<file path="src/rtl/count_sched_pkg.sv">
// count_sched_pkg
//   Shared types and default constants for the count_sched block.
//   - state_e     : scheduler FSM state encoding (IDLE, RUN, DONE)
//   - NUM_REQ_DEF : default number of requesters sharing the counter
//   - CNT_W_DEF   : default counter / interval-length width
package count_sched_pkg;

    localparam int NUM_REQ_DEF = 4;
    localparam int CNT_W_DEF   = 4;

    typedef enum logic [1:0] {
        IDLE = 2'd0,
        RUN  = 2'd1,
        DONE = 2'd2
    } state_e;

endpackage

</file>
<file path="src/rtl/count_sched_rr_arbiter.sv">
// rr_arbiter
//   Purely combinational round-robin selector. The search starts at
//   last_winner_i+1 and wraps cyclically, so the previous winner has the
//   lowest priority.
// Ports:
//   req_i         in  NUM_REQ          request vector
//   last_winner_i in  $clog2(NUM_REQ)  index granted most recently
//   winner_o      out $clog2(NUM_REQ)  selected index (0 when no request)
//   any_req_o     out 1                at least one request bit is high
module rr_arbiter
    import count_sched_pkg::*;
#(
    parameter int NUM_REQ = NUM_REQ_DEF
) (
    input  logic [NUM_REQ-1:0]         req_i,
    input  logic [$clog2(NUM_REQ)-1:0] last_winner_i,
    output logic [$clog2(NUM_REQ)-1:0] winner_o,
    output logic                       any_req_o
);

    localparam int ID_W = $clog2(NUM_REQ);

    logic [ID_W-1:0] idx;
    logic            found;

    always_comb begin
        winner_o = '0;
        found    = 1'b0;
        idx      = '0;
        // off = NUM_REQ wraps back to last_winner itself, lowest priority.
        for (int off = 1; off <= NUM_REQ; off++) begin
            idx = ID_W'((int'(last_winner_i) + off) % NUM_REQ);
            if (!found && req_i[idx]) begin
                found    = 1'b1;
                winner_o = idx;
            end
        end
    end

    assign any_req_o = |req_i;

endmodule

</file>
<file path="src/rtl/count_sched.sv">
// count_sched
//   Shared interval counter time-multiplexed between NUM_REQ requesters.
//   An IDLE cycle with requests grants one requester round-robin, captures
//   its interval length, and runs the counter for max(len,1) cycles, then
//   emits a one-cycle done pulse tagged with the requester index.
//
//   state | meaning
//   IDLE  | waiting for a request; count holds its last value
//   RUN   | counting the granted interval, one cycle per count value
//   DONE  | one-cycle completion, done high
//
// Ports:
//   clk      in  1                rising-edge clock
//   rst      in  1                synchronous active-high reset
//   req      in  NUM_REQ          per-requester interval request (level)
//   len      in  NUM_REQ*CNT_W    per-requester interval length
//   ack      out NUM_REQ          one-hot grant pulse, first RUN cycle
//   busy     out 1                state is not IDLE
//   count    out CNT_W            shared counter value
//   done     out 1                completion pulse
//   done_id  out $clog2(NUM_REQ)  index of completed requester
//   abort    in  1                (COUNT_SCHED_ABORT_EN only) end RUN early
//   aborted  out 1                (COUNT_SCHED_ABORT_EN only) done was an abort
//
// Build option: define COUNT_SCHED_ABORT_EN to add the abort/aborted ports.
module count_sched
    import count_sched_pkg::*;
#(
    parameter int NUM_REQ = NUM_REQ_DEF,
    parameter int CNT_W   = CNT_W_DEF
) (
    input  logic                       clk,
    input  logic                       rst,
    input  logic [NUM_REQ-1:0]         req,
    input  logic [NUM_REQ*CNT_W-1:0]   len,
`ifdef COUNT_SCHED_ABORT_EN
    input  logic                       abort,
    output logic                       aborted,
`endif
    output logic [NUM_REQ-1:0]         ack,
    output logic                       busy,
    output logic [CNT_W-1:0]           count,
    output logic                       done,
    output logic [$clog2(NUM_REQ)-1:0] done_id
);

    localparam int ID_W = $clog2(NUM_REQ);

    state_e             state_q, state_d;
    logic [ID_W-1:0]    owner_q, owner_d;
    logic [ID_W-1:0]    last_winner_q, last_winner_d;
    logic [ID_W-1:0]    done_id_q, done_id_d;
    logic [CNT_W-1:0]   limit_q, limit_d;
    logic [CNT_W-1:0]   count_q, count_d;
    logic [NUM_REQ-1:0] ack_q, ack_d;
    logic               done_q, done_d;
`ifdef COUNT_SCHED_ABORT_EN
    logic               aborted_q, aborted_d;
`endif

    logic [ID_W-1:0]    winner;
    logic               any_req;
    logic [CNT_W-1:0]   sel_len;
    // One extra bit so limit = 2^CNT_W-1 is reached without wrapping.
    logic [CNT_W:0]     count_inc;

    rr_arbiter #(.NUM_REQ(NUM_REQ)) u_arb (
        .req_i         (req),
        .last_winner_i (last_winner_q),
        .winner_o      (winner),
        .any_req_o     (any_req)
    );

    always_comb begin
        sel_len = '0;
        for (int i = 0; i < NUM_REQ; i++) begin
            if (winner == ID_W'(i)) sel_len = len[i*CNT_W +: CNT_W];
        end
    end

    assign count_inc = {1'b0, count_q} + {{CNT_W{1'b0}}, 1'b1};

    always_comb begin
        state_d       = state_q;
        owner_d       = owner_q;
        last_winner_d = last_winner_q;
        done_id_d     = done_id_q;
        limit_d       = limit_q;
        count_d       = count_q;
        ack_d         = '0;
        done_d        = 1'b0;
`ifdef COUNT_SCHED_ABORT_EN
        aborted_d     = 1'b0;
`endif
        case (state_q)
            IDLE: begin
                if (any_req) begin
                    state_d       = RUN;
                    owner_d       = winner;
                    last_winner_d = winner;
                    limit_d       = sel_len;
                    count_d       = '0;
                    ack_d         = NUM_REQ'(1) << winner;
                end
            end
            RUN: begin
`ifdef COUNT_SCHED_ABORT_EN
                if (abort) begin
                    state_d   = DONE;
                    done_d    = 1'b1;
                    done_id_d = owner_q;
                    aborted_d = 1'b1;
                end else
`endif
                if ((count_inc == {1'b0, limit_q}) || (limit_q == '0)) begin
                    state_d   = DONE;
                    done_d    = 1'b1;
                    done_id_d = owner_q;
                end else begin
                    count_d = count_inc[CNT_W-1:0];
                end
            end
            DONE: begin
                state_d = IDLE;
            end
            default: begin
                state_d = IDLE;
            end
        endcase
    end

    always_ff @(posedge clk) begin
        if (rst) begin
            state_q       <= IDLE;
            owner_q       <= '0;
            last_winner_q <= ID_W'(NUM_REQ - 1);
            done_id_q     <= '0;
            limit_q       <= '0;
            count_q       <= '0;
            ack_q         <= '0;
            done_q        <= 1'b0;
`ifdef COUNT_SCHED_ABORT_EN
            aborted_q     <= 1'b0;
`endif
        end else begin
            state_q       <= state_d;
            owner_q       <= owner_d;
            last_winner_q <= last_winner_d;
            done_id_q     <= done_id_d;
            limit_q       <= limit_d;
            count_q       <= count_d;
            ack_q         <= ack_d;
            done_q        <= done_d;
`ifdef COUNT_SCHED_ABORT_EN
            aborted_q     <= aborted_d;
`endif
        end
    end

    assign ack     = ack_q;
    assign busy    = (state_q != IDLE);
    assign count   = count_q;
    assign done    = done_q;
    assign done_id = done_id_q;
`ifdef COUNT_SCHED_ABORT_EN
    assign aborted = aborted_q;
`endif

endmodule

</file>
<file path="config.mk">
export PLATFORM = sky130hd
export DESIGN_NAME = count_sched
export DESIGN_NICKNAME = d
export VERILOG_FILES = /design/src/rtl/count_sched_pkg.sv /design/src/rtl/count_sched_rr_arbiter.sv /design/src/rtl/count_sched.sv
export SDC_FILE = /design/constraint.sdc
export NUM_CORES = 1
export LEC_CHECK = 0
export BUFFER_PORTS_ARGS = -buffer_cell sky130_fd_sc_hd__clkbuf_2
export CELL_PAD_IN_SITES_DETAIL_PLACEMENT = 0
export CELL_PAD_IN_SITES_GLOBAL_PLACEMENT = 1
export CORE_UTILIZATION = 40
export CTS_BUF_LIST = sky130_fd_sc_hd__clkbuf_4 sky130_fd_sc_hd__clkbuf_8 sky130_fd_sc_hd__clkbuf_16
export DETAILED_ROUTE_END_ITERATION = 16
export PLACE_DENSITY = 0.92
export SLEW_MARGIN = 20
export SYNTH_ARGS = -nofsm -noshare
export SYNTH_HDL_FRONTEND = slang
export SYNTH_SLANG_ARGS = --single-unit
</file>
<file path="constraint.sdc">
create_clock -name clk -period 3.5 [get_ports clk]
set_input_delay 0.175 -clock clk [delete_from_list [all_inputs] [get_ports clk]]
set_output_delay 0.175 -clock clk [all_outputs]
set_load 0.02 [all_outputs]
</file>
==> Yosys cells after proc, flatten, opt, wreduce, memory -nomap -nowiden <==
Cells that the tools add are included.
{ "op_classes": {"n_shift": 1, "bitwise": 3, "addsub": 5, "magnitude_cmp": 4, "n_eq_ne": 8, "reduce_logical": 19, "mux": 26} }
{ "op_table": {"columns": ["operator", "count"], "rows": [
  ["4-bit 2-to-1 mux", 6],
  ["2-bit by 3-bit less-than comparator with 1-bit output (second input constant)", 4],
  ["2-bit 2-to-1 mux", 6],
  ["1-bit binary-select mux with 2-bit select", 4],
  ["1-bit 2-to-1 mux", 8],
  ["4-bit case mux with 2 select lines", 1],
  ["2-bit inequality test (second input constant)", 3],
  ["2-bit AND reduction", 3],
  ["4-bit by 1-bit adder with 5-bit output (second input constant)", 1],
  ["5-bit by 4-bit equality test with 1-bit output", 1],
  ["2-bit by 1-bit adder with 2-bit output (second input constant)", 2],
  ["2-bit adder (second input constant)", 2],
  ["2-bit by 1-bit equality test with 1-bit output (second input constant)", 2],
  ["2-bit equality test (second input constant)", 2],
  ["2-bit logical NOT", 2],
  ["4-bit logical NOT", 1],
  ["2-bit case mux with 2 select lines", 1],
  ["2-bit nonzero test", 2],
  ["4-bit OR reduction", 1],
  ["1-bit by 2-bit << shifter with 4-bit output (first input constant)", 1],
  ["1-bit logical AND", 3],
  ["1-bit logical NOT", 3],
  ["1-bit inverter", 3],
  ["3-bit AND reduction", 1],
  ["other kinds (3)", 3]
]} }
{ "totals": {"wordCells": 74, "output_inout_bits": 12, "register_bits": 21, "inputBits": 22} }

==> Depth between registers and ports, before layout <==
{ "depth": {"ltp_word": 18, "mapped_depth": 6} }

==> Cells and area by module <==
Synthesis repeated with hierarchy kept, for this count alone.
{ "unflattened": {"hier_cells": 117, "area_unflattened_um2": 1069.8} }
{ "modules_own_cells": {"columns": ["module", "area_each_um2", "seq_area_each_um2", "instances", "cells_per_inst"], "rows": [
  ["count_sched", 988.4, 420.4, 1, 103],
  ["rr_arbiter", 81.3, 0.0, 1, 14]
]} }

==> Worst setup path after synthesis <==
No wires, ideal clock.
{ "synth_path": {"path_type": "reg2reg", "startpoint": "register count_q[0], in the netlist count[0]", "endpoint": "register done_id_q[0], in the netlist done_id[0]", "slack_ns": 1.535, "required_ns": 3.428, "stages_incl_launch_ff": 7, "setup_ns": 0.072, "arrival_time_ns": 1.894, "cell_sequence": "dfxtp_1 ha_1 nor2b_1 or3_4 a211oi_4 o21a_4 mux2i_1"} }
{ "synth_via": {"elab_chain_len": 4} }
{ "synth_rtl": {"columns": ["element", "line_no", "source"], "rows": [
  ["start, declared", "count_sched.sv:54", "logic [CNT_W-1:0] count_q, count_d;"],
  ["start signal, assigned", "count_sched.sv:151", "count_q <= count_d;"],
  ["4-bit by 1-bit adder with 5-bit output", "count_sched.sv:81", "assign count_inc = {1'b0, count_q} + {{CNT_W{1'b0}}, 1'b1};"],
  ["5-bit by 4-bit equality test with 1-bit output", "count_sched.sv:115", "if ((count_inc == {1'b0, limit_q}) || (limit_q == '0)) begin"],
  ["1-bit logical OR", "count_sched.sv:115", null],
  ["2-bit AND reduction (no line)", null, null],
  ["end signal, assigned", "count_sched.sv:149", "done_id_q <= done_id_d;"],
  ["end, declared", "count_sched.sv:52", "logic [ID_W-1:0] done_id_q, done_id_d;"]
]} }
No other way between the ends.
A chain may end at the register's enable or synchronous reset.

==> Worst setup path after layout <==
Ends and elaborated chain as after synthesis.

==> out/metrics.cfg <==
[synth]
ys.flop_type=dfxtp_1
synth_top_area_share_pct=37.50
synth_area_um2=1121
ys_types=39
synth_area_leaders=dfxtp_1 38%, mux2i_1 8.9%, nor2b_1 4.5%
synth.avg_cell_area_um2=9.189
synth_xor_area_share_pct=3.795
synthesis.instances=122
synthMuxAreaShare_pct=12.95
synth_top_area_cell=dfxtp_1
synth_edf_count=0
synthAdderAreaFrac_pct=1.116
synth-seq-cells=21
synth_seq_area_share_pct=37.50
yosys.area_share.simple_pct=24.22
ys_warn_count=0
async_reset_ff_share_pct=0
synth_fp_nets=145
synth-compound-area-share_pct=16.74
synth_top_family_by_area=simple AND/OR/NAND/NOR gates

[routing]
wl_mm=2.393
drt_iter0_drc=8
vias_per_cell=5.361
dr.pass1.iters=4
final_antenna_net_count=0
vias=981
drcViolationCount=0
wl_per_cell_um=13.08

[pwr]
leakagePower_nw=0.5787
peakVddDrop_mv=0.2732
p_per_area_nw_per_um2=581.1
combPwrFrac_pct=42.1
p_clk_share_pct=16.3
p_switching_mw=0.2928
seq_power_share_pct=41.7
p_total_mw=0.7692
swShare_pct=38.06
p_int_mw=0.4765

[cts]
insertion_delay_ns=0.30
cts_tree=yes
cts_sinks=21
root_buffer=clkbuf_4
clkSlewWorstSetupHoldPaths_ns=0.12
max-clock-path-buffers=2
cts_buffers=3
ctsResizeCount=0
cts-htree-levels=1
post_cts_buffers=0
ctsHoldBuffers=0

[run]
max-cap-violations=0

[timing]
slew_viol_final=0
hold_viol_final=0
setup_tns_ns=0
skew_ns=0.009585
worst_pin_slew_ns=0.7081
max-slew-margin-rel_pct=52.72
setup_violations=0
fmax_mhz=484.1
fin_crit_sh_pct=59.02
post-route-min-period_ns=2.066
rsz0062_at_grt=no

[place]
placement.io_buffers=33
hpwl_mm=1.820
gp_congestion=0.8604
placedCellCount=179

[setup_path]
worstSetupPathType=register to register
ff2ff_setup_slack_ns=1.43
rr_worst_depth=6
worstPathMaxFanout=10
crit_chain=ha_1, nor2b_1, or3_4, a211oi_4, o21a_4, mux2i_1
slowest_stage=dfxtp_1
critPathBufInv=0
crit_start=count[0]
endpoint_kind=register
crit_cells=6
cp.arrival_ns=2.30
cp-start-kind=register
required_ns=3.73
slowest_delay_ns=0.46
crit_end=done_id[0]
r2r_start=count[0]
reg2reg_to=done_id[0]
crit_family=compound AO/OA/AOI/OAI gates

[floorplan]
die_height_um=54.94
die_w_um=54.94
dieArea_um2=3018
pin_count=34
rows=18
start_util_pct=43.66
coreArea_um2=2567

[layout]
final_util_pct=51.56
fillers=266
diodes=0
layout-drive-gt1-share_pct=32.68
syn_to_final_growth_pct=18.08
nets=177
fin_cells=183

[global_routing]
grt_max_degree=17
grt_pass1_vias=872
overflow=0
track_usage_pct=16.93
grt_pass1_wl_mm=3.553
antenna_found_initial=0

[outcome]
status=finished clean

[hold_path]
min_path_type=primary input to register

[per-stage QoR]
stage          area (um2)  hold WS (ns)  setup slack, ns
2_1_floorplan        1121        0.4349            1.535
3_3_place_gp         1294        0.4437            1.583
3_5_place_dp         1294        0.4630            1.480
4_1_cts              1324        0.1572            1.458
5_1_grt              1324        0.1756            1.354
6_report             1324        0.1679            1.434
[logic make-up (layout without fill, tap and decap cells)]
| logic type | count (synthesis) | count (layout) |
|---|---|---|
| multiplexers | 14 | 14 |
| adder cells (fa/ha/maj) | 1 | 1 |
| buffers and inverters | 9 | 40 |
| AO/OA/AOI/OAI | 24 | 24 |
| flip-flops | 21 | 21 |
| AND/OR/NAND/NOR | 49 | 49 |
| XOR/XNOR | 4 | 4 |
[cells in the final DEF (no fill, tap or decap), types with 2 or more instances in the layout]
master,count
nor4_1,2
nand2_1,7
or2_2,3
clkbuf_4,4
and2_1,4
xor2_1,2
o41ai_1,2
nor2_1,10
o211ai_1,2
dfxtp_1,21
nand3_1,6
inv_1,3
mux2_2,4
o2111ai_1,2
nor2b_1,8
mux2i_1,10
a31oi_1,2
clkbuf_2,33
o21ai_0,9
[layout make-up]
type                    count  area (um2)  area share (%)
clock buffers               4       30.03           2.268
inverters                   3       11.26          0.8507
multi-input cells          92       659.4           49.81
flip-flops and latches     21       420.4           31.76
well taps                  30       37.54           2.836
repair buffers             33       165.2           12.48
[power by group through the flow]
stage / Combinational (mW) / Sequential, mW / Clock [mW]
2_1_floorplan: 0.244 / 0.335 / 0
3_3_place_gp: 0.313 / 0.323 / 0
3_5_place_dp: 0.324 / 0.325 / 0
4_1_cts: 0.325 / 0.320 / 0.129
5_1_grt: 0.361 / 0.324 / 0.134
6_report: 0.324 / 0.320 / 0.125
[routing by layer]
metal | vias to the layer above | part of all wire [%] | GRT usage [%]
met5 | - | 0 | 0
met3 | 2 | 3.8 | 2.732
li1 | 497 | - | -
met2 | 19 | 51 | 32.13
met4 | 0 | 0.63 | 7.917
met1 | 463 | 44 | 17.95
[synth_stat cells, types with 2 or more instances]
cell,instances
dfxtp_1,21
xor2_1,2
nor2b_1,8
nand2_1,7
o21ai_0,9
mux2_2,4
o2111ai_1,2
or2_2,3
nand3_1,6
inv_1,3
o41ai_1,2
mux2i_1,10
and2_1,4
clkbuf_1,4
o211ai_1,2
a31oi_1,2
nor2_1,10
nor4_1,2
[flip-flops by register name, summed over array words and instances (netlist names)]
name,count
ack,4
count,4
limit_q,4
done_id,2
last_winner_q,2
owner_q,2
state_q,2
done,1
[how the worst min path moves through the flow]
stage / from / endpoint / slack, ns / cells after the start
global placement: done_id[1] / done_id[1] / 0.44 / 2
detailed placement: done_id[1] / done_id[1] / 0.46 / 2
finish: rst / count[3] / 0.17 / 2
floorplan: owner_q[0] / done_id[0] / 0.43 / 2
CTS: rst / count[3] / 0.16 / 2
global route: rst / count[2] / 0.18 / 2
(Power assumes the default switching activity.)
